[src/rtl/racc_master.sv]
// Racc ring initiator: issues one command at a time as an 80-bit request slot and
// retires the matching response, forwarding all foreign slots through one register stage.
module racc_master #(
  parameter logic [3:0]  NODE_ID = 4'h1,
  parameter int unsigned TIMEOUT = 1023
) (
  input  logic        i_clk,
  input  logic        i_rst,
  input  logic        i_cmd_vld,
  output logic        o_cmd_rdy,
  input  logic        i_cmd_wr,
  input  logic [3:0]  i_cmd_mask,
  input  logic [31:0] i_cmd_addr,
  input  logic [31:0] i_cmd_data,
  output logic        o_rsp_vld,
  input  logic        i_rsp_rdy,
  output logic [31:0] o_rsp_data,
  output logic        o_rsp_err,
  input  logic [79:0] i_racc_in,
  output logic [79:0] o_racc_out
);

  typedef enum logic [1:0] {
    S_IDLE = 2'd0,
    S_SEND = 2'd1,
    S_WAIT = 2'd2,
    S_DONE = 2'd3
  } state_t;

  localparam logic [9:0] TMO_LAST = 10'(TIMEOUT - 1);

  state_t      r_state;
  state_t      w_next;
  logic [3:0]  r_seq;
  logic [9:0]  r_timer;
  logic        r_req_wr;
  logic [3:0]  r_req_mask;
  logic [31:0] r_req_addr;
  logic [31:0] r_req_data;
  logic        r_cmd_rdy;
  logic        r_rsp_vld;
  logic [31:0] r_rsp_data;
  logic        r_rsp_err;
  logic [79:0] r_racc_out;

  logic        w_own;
  logic        w_match;
  logic        w_expire;
  logic        w_accept;
  logic        w_insert;
  logic        w_rsp_load;
  logic [31:0] w_rsp_data_nxt;
  logic        w_rsp_err_nxt;
  logic [79:0] w_slot_next;

  // Any valid slot carrying our ID is ours to retire; only a SEQ hit in WAIT completes.
  assign w_own      = i_racc_in[79] && (i_racc_in[71:68] == NODE_ID);
  assign w_match    = (r_state == S_WAIT) && w_own && (i_racc_in[67:64] == r_seq);
  assign w_expire   = (r_state == S_WAIT) && (r_timer == TMO_LAST);
  assign w_accept   = i_cmd_vld && r_cmd_rdy;
  assign w_insert   = (r_state == S_SEND) && !i_racc_in[79];
  assign w_rsp_load = (r_state == S_WAIT) && (w_next == S_DONE);

  always_ff @(posedge i_clk or posedge i_rst) begin
    if (i_rst) begin
      r_state <= S_IDLE;
    end else begin
      r_state <= w_next;
    end
  end

  always_comb begin
    w_next = r_state;
    case (r_state)
      S_IDLE:  w_next = w_accept ? S_SEND : S_IDLE;
      S_SEND:  w_next = w_insert ? S_WAIT : S_SEND;
      S_WAIT:  w_next = (w_match || w_expire) ? S_DONE : S_WAIT;
      S_DONE:  w_next = i_rsp_rdy ? S_IDLE : S_DONE;
      default: w_next = S_IDLE;
    endcase
  end

  always_comb begin
    w_slot_next    = i_racc_in;
    w_rsp_data_nxt = 32'h0000_0000;
    w_rsp_err_nxt  = 1'b1;
    if (w_insert) begin
      w_slot_next = {1'b1, 1'b0, r_req_wr, r_req_mask, 1'b0, NODE_ID, r_seq,
                     r_req_addr, r_req_data};
    end else if (w_own) begin
      w_slot_next = 80'h0;
    end else begin
      w_slot_next = i_racc_in;
    end
    // Our own request coming back with RSP=0 means nobody claimed it.
    if (w_match && i_racc_in[78]) begin
      w_rsp_data_nxt = i_racc_in[31:0];
      w_rsp_err_nxt  = i_racc_in[72];
    end else begin
      w_rsp_data_nxt = 32'h0000_0000;
      w_rsp_err_nxt  = 1'b1;
    end
  end

  always_ff @(posedge i_clk or posedge i_rst) begin
    if (i_rst) begin
      r_req_wr   <= 1'b0;
      r_req_mask <= 4'h0;
      r_req_addr <= 32'h0000_0000;
      r_req_data <= 32'h0000_0000;
    end else if (w_accept) begin
      r_req_wr   <= i_cmd_wr;
      r_req_mask <= i_cmd_wr ? i_cmd_mask : 4'hF;
      r_req_addr <= i_cmd_addr;
      r_req_data <= i_cmd_data;
    end else begin
      r_req_wr   <= r_req_wr;
      r_req_mask <= r_req_mask;
      r_req_addr <= r_req_addr;
      r_req_data <= r_req_data;
    end
  end

  always_ff @(posedge i_clk or posedge i_rst) begin
    if (i_rst) begin
      r_seq   <= 4'h0;
      r_timer <= 10'd0;
    end else begin
      r_seq   <= ((r_state == S_DONE) && i_rsp_rdy) ? r_seq + 4'h1 : r_seq;
      if (w_insert) begin
        r_timer <= 10'd0;
      end else if (r_state == S_WAIT) begin
        r_timer <= r_timer + 10'd1;
      end else begin
        r_timer <= r_timer;
      end
    end
  end

  always_ff @(posedge i_clk or posedge i_rst) begin
    if (i_rst) begin
      r_racc_out <= 80'h0;
      r_cmd_rdy  <= 1'b0;
      r_rsp_vld  <= 1'b0;
      r_rsp_data <= 32'h0000_0000;
      r_rsp_err  <= 1'b0;
    end else begin
      r_racc_out <= w_slot_next;
      r_cmd_rdy  <= (w_next == S_IDLE);
      r_rsp_vld  <= (w_next == S_DONE);
      r_rsp_data <= w_rsp_load ? w_rsp_data_nxt : r_rsp_data;
      r_rsp_err  <= w_rsp_load ? w_rsp_err_nxt : r_rsp_err;
    end
  end

  assign o_racc_out = r_racc_out;
  assign o_cmd_rdy  = r_cmd_rdy;
  assign o_rsp_vld  = r_rsp_vld;
  assign o_rsp_data = r_rsp_data;
  assign o_rsp_err  = r_rsp_err;

endmodule

[config.mk]
export PLATFORM = sky130hd
export DESIGN_NAME = racc_master
export DESIGN_NICKNAME = d
export VERILOG_FILES = /design/src/rtl/racc_master.sv
export SDC_FILE = /design/constraint.sdc
export NUM_CORES = 1
export LEC_CHECK = 0
export CORE_ASPECT_RATIO = 0.7
export CORE_UTILIZATION = 35
export CTS_BUF_LIST = sky130_fd_sc_hd__clkbuf_8
export DETAILED_ROUTE_END_ITERATION = 8
export GPL_TIMING_DRIVEN = 0
export PLACE_DENSITY_LB_ADDON = 0.15
export SETUP_SLACK_MARGIN = 0.15
export SYNTH_ARGS = -nofsm -noshare
export SYNTH_HDL_FRONTEND = slang
export SYNTH_SLANG_ARGS = --single-unit
export TNS_END_PERCENT = 100
[constraint.sdc]
create_clock -name i_clk -period 5.6 [get_ports i_clk]
set_input_delay 0.56 -clock i_clk [delete_from_list [all_inputs] [get_ports i_clk]]
set_output_delay 0.56 -clock i_clk [all_outputs]
set_load 0.01 [all_outputs]
==> impl_results.md <==
* Io pins at 268
* CP Capture Type: flip-flop
* Worst-Skew Late Latency at 470 ps
* Slowest library cell on the worst path: clkdlybuf4s50_1
* CP top delay family: buffers and inverters
* I/O Buffers at 266
* Worst path cell trace: clkdlybuf4s50_1 -> nand3b_1 -> nor3_4 -> buf_4 -> and4_1 -> buf_4 -> buf_6 -> mux2i_1
* Worst Slack Setup Final at 3180 ps
* DRC Markers at 0
* WP buf/inv at 4
* Crit-path max FO at 10
* Clock Sinks at 200
* WP data arrival at 2800 ps
* DRT Pass-1 Iters at 4
* CP max stage delay at 560 ps
* Ys Warns at 0
* Final hold violation count at 0
* Vias in the first global route at between 6k and 7k
* Top achievable clock speed at between 0.4 and 0.5 GHz
* Max-slew headroom at 0.464
* Pwr Density at 376 nW/um2
* Total global routing overflow at 0
* Placed instance count at 1312
* Vias per cell at 4.59
* CTS Buf Count at 17
* Fillers at 2086
* Final setup fails at 0
* Hold WS at roughly 460 ps
* GP Congestion at 0.774
* Final HPWL DP at about 17 mm
* Cell variety after synth at 35
* Post-CTS Setup Bufs at 0
* Max Slew Vio Count at 0
* H-tree levels at 4
* R2R setup slack at 3480 ps
* Critical setup path kind: primary input to flip-flop
* Final min period at roughly 2400 ps
* Die W at 184 um
* Met3 wire length at 1.55 mm
* Worst slack, placed at 2620 ps
* Period utilisation layout at 0.432
* Finished Layout Cells at 1344
* Max layer used: met4
* Max-cap violations at 0
* Post-synthesis sequential area ratio at 0.616
* Worst EP required at 5980 ps
* Synth Net Count at 885
* CP most frequent cell: buf_4
* Starting Density at 0.357
* Worst IR Drop VDD at roughly 0.00018 V
* Fin Setup TNS at 0 ps
* # diodes at 0
* Final WL at 23.1 mm
* Global-route wire length before repair at 35.2 mm
* Critical R2R Capture: r_req_addr[7]
* Synthesis-to-finish area growth at 44.1%
* Vias at about 6k
* Die H at 129 um
* Post_cts resized at 0
* Core Region at 22700 um2
* Max Root-Sink Buffers at 2
* Met2 wire len at 10.4 mm
* Worst Skew at ~19 ps
* DR iter-0 viols at 290
* Initial antenna violation count at 0
* Synthesized instance count at roughly 730
* RSZ-0062 raised after global routing: false
* Critical Path Source Type: primary input
* Post-synthesis register bit count at 200
* Pin count of the biggest net entering global routing at between 40 and 50
* Finished Core Util at 0.515
* Synthesized area at between 8000 and 9000 um2
* GRT Overall Usage at 0.197
* Post-synthesis average cell area at around 11 um2
* Share of layout cells above drive strength 1 at 0.122
* WL/cell at 17.2 um
* CTS tree: done
* Root Driver: clkbuf_8
* Die area at approximately 24000 um2
* Clock-pin slew of the registers on the worst-case setup and hold paths at 110 ps
* Cell leakage power at around 5.1 nW
* Worst Tran Pin Value at 804 ps
* Nets at ~1.2k
* Hold Buf Count CTS at 0
* Row count at 46
* DRT met1 WL at 10.9 mm
* DRT antenna net count at 0
* Status: completed
* Worst R2R Start: o_cmd_rdy
* Reg2reg path depth at 4
* HP Class: primary input to async pin
-- synth_stat cells --
master    number  area, um2
or2b_1         1       7.51
buf_2          8       40.0
or2_1          1       6.26
clkbuf_1      31        116
nor3_4         1       16.3
nor3_1         2       10.0
nand4b_4       1       23.8
mux2i_1       36        360
and2_1         1       6.26
mux2_2        66        743
nor4bb_1       1       10.0
or4_4          1       11.3
o211ai_1       2       15.0
o21ai_1       38        190
xor2_1         4       35.0
nand2_1      227        852
nor2_1         5       18.8
nor3b_1        3       22.5
inv_1          4       15.0
buf_4          2       15.0
ha_1           3       37.5
o31ai_1        4       30.0
nand4_1        2       12.5
a21oi_1        3       15.0
xnor2_1        3       26.3
nor2b_4        1       13.8
or3_1          1       6.26
nand3_1        8       40.0
dfrtp_1      200       5000
nor2b_1        9       56.3
nand3b_1       2       15.0
buf_6          8       90.1
and4_1         2       17.5
o21ai_0       46        230
nand2b_1       2       12.5
-- state kept, by name, summed over array words and instances, names as in the netlist --
register    cells
o_cmd_rdy       1
o_racc_out     80
o_rsp_data     32
o_rsp_err       1
o_rsp_vld       1
r_req_addr     32
r_req_data     32
r_req_mask      4
r_req_wr        1
r_seq           4
r_state         2
r_timer        10
-- cell usage in the layout, fill, tap and decap left out, types with 3 or more instances in the layout --
| cell | netlist | layout |
|---|---|---|
| clkinv_2 | 0 | 3 |
| o21ai_0 | 46 | 46 |
| clkbuf_1 | 31 | 31 |
| bufinv_16 | 0 | 3 |
| ha_1 | 3 | 3 |
| buf_12 | 0 | 5 |
| dfrtp_1 | 200 | 200 |
| nor2_1 | 5 | 5 |
| nand3_1 | 8 | 8 |
| clkdlybuf4s50_1 | 0 | 266 |
| a21oi_1 | 3 | 3 |
| xnor2_1 | 3 | 3 |
| clkbuf_8 | 0 | 19 |
| inv_6 | 0 | 5 |
| xor2_1 | 4 | 4 |
| o31ai_1 | 4 | 4 |
| nor3b_1 | 3 | 3 |
| buf_6 | 8 | 8 |
| o21ai_1 | 38 | 38 |
| buf_2 | 8 | 8 |
| nor2b_1 | 9 | 9 |
| mux2i_1 | 36 | 36 |
| inv_1 | 4 | 3 |
| nand2_1 | 227 | 227 |
| mux2_2 | 66 | 66 |
-- routing by layer --
| layer | GRT usage | vias up |
|---|---|---|
| li1 | - | 2982 |
| met1 | 0.270 | 3003 |
| met2 | 0.298 | 161 |
| met3 | 0.0666 | 17 |
| met4 | 0.0510 | 0 |
| met5 | 0 | - |
-- area by class of cell --
| type | instances | area [um2] | share of cell area |
|---|---|---|---|
| inverters | 4 | 18.8 | 0.00160 |
| flip-flops and latches | 200 | 5000 | 0.428 |
| multi-input cells | 476 | 2840 | 0.243 |
| well taps | 312 | 390 | 0.0333 |
| clock inverters | 13 | 165 | 0.0141 |
| plain buffers | 49 | 262 | 0.0223 |
| clock buffers | 19 | 262 | 0.0223 |
| repair buffers | 271 | 2760 | 0.236 |
-- stage by stage --
stage	total power, W	cell area [um2]
2_1_floorplan	0.00280	8130
6_report	0.00440	11700
3_5_place_dp	0.00344	11300
4_1_cts	0.00446	11700
3_3_place_gp	0.00340	11200
5_1_grt	0.00468	11700
-- logic make-up after synthesis --
family / synth area share
AOI/OAI and AO/OA: 0.0591
muxes: 0.136
and+or+nand+nor: 0.143
buffers and inverters: 0.0340
DFF: 0.616
xor gates and xnor gates: 0.00755
adders and majority gates: 0.00462
-- power by group --
part	switching, W	internal, W	total, W
combinational	0.000578	0.000717	0.00129
clock	0.000543	0.000472	0.00102
sequential	0.000220	0.00187	0.00209
-- worst max-delay path by stage --
stage / start / endpoint / slack [ps] / cells after the start
after global placement: i_rst / o_racc_out[62] / 640 / 2
after CTS: i_racc_in[79] / o_rsp_data[22] / 3150 / 8
after detailed placement: i_racc_in[79] / o_rsp_data[26] / 2620 / 8
after global routing: i_racc_in[79] / o_rsp_data[26] / 3050 / 8
final: i_racc_in[79] / o_rsp_data[22] / 3180 / 8
after floorplan: i_rst / o_cmd_rdy / 2450 / 1
(Power assumes the default switching activity.)
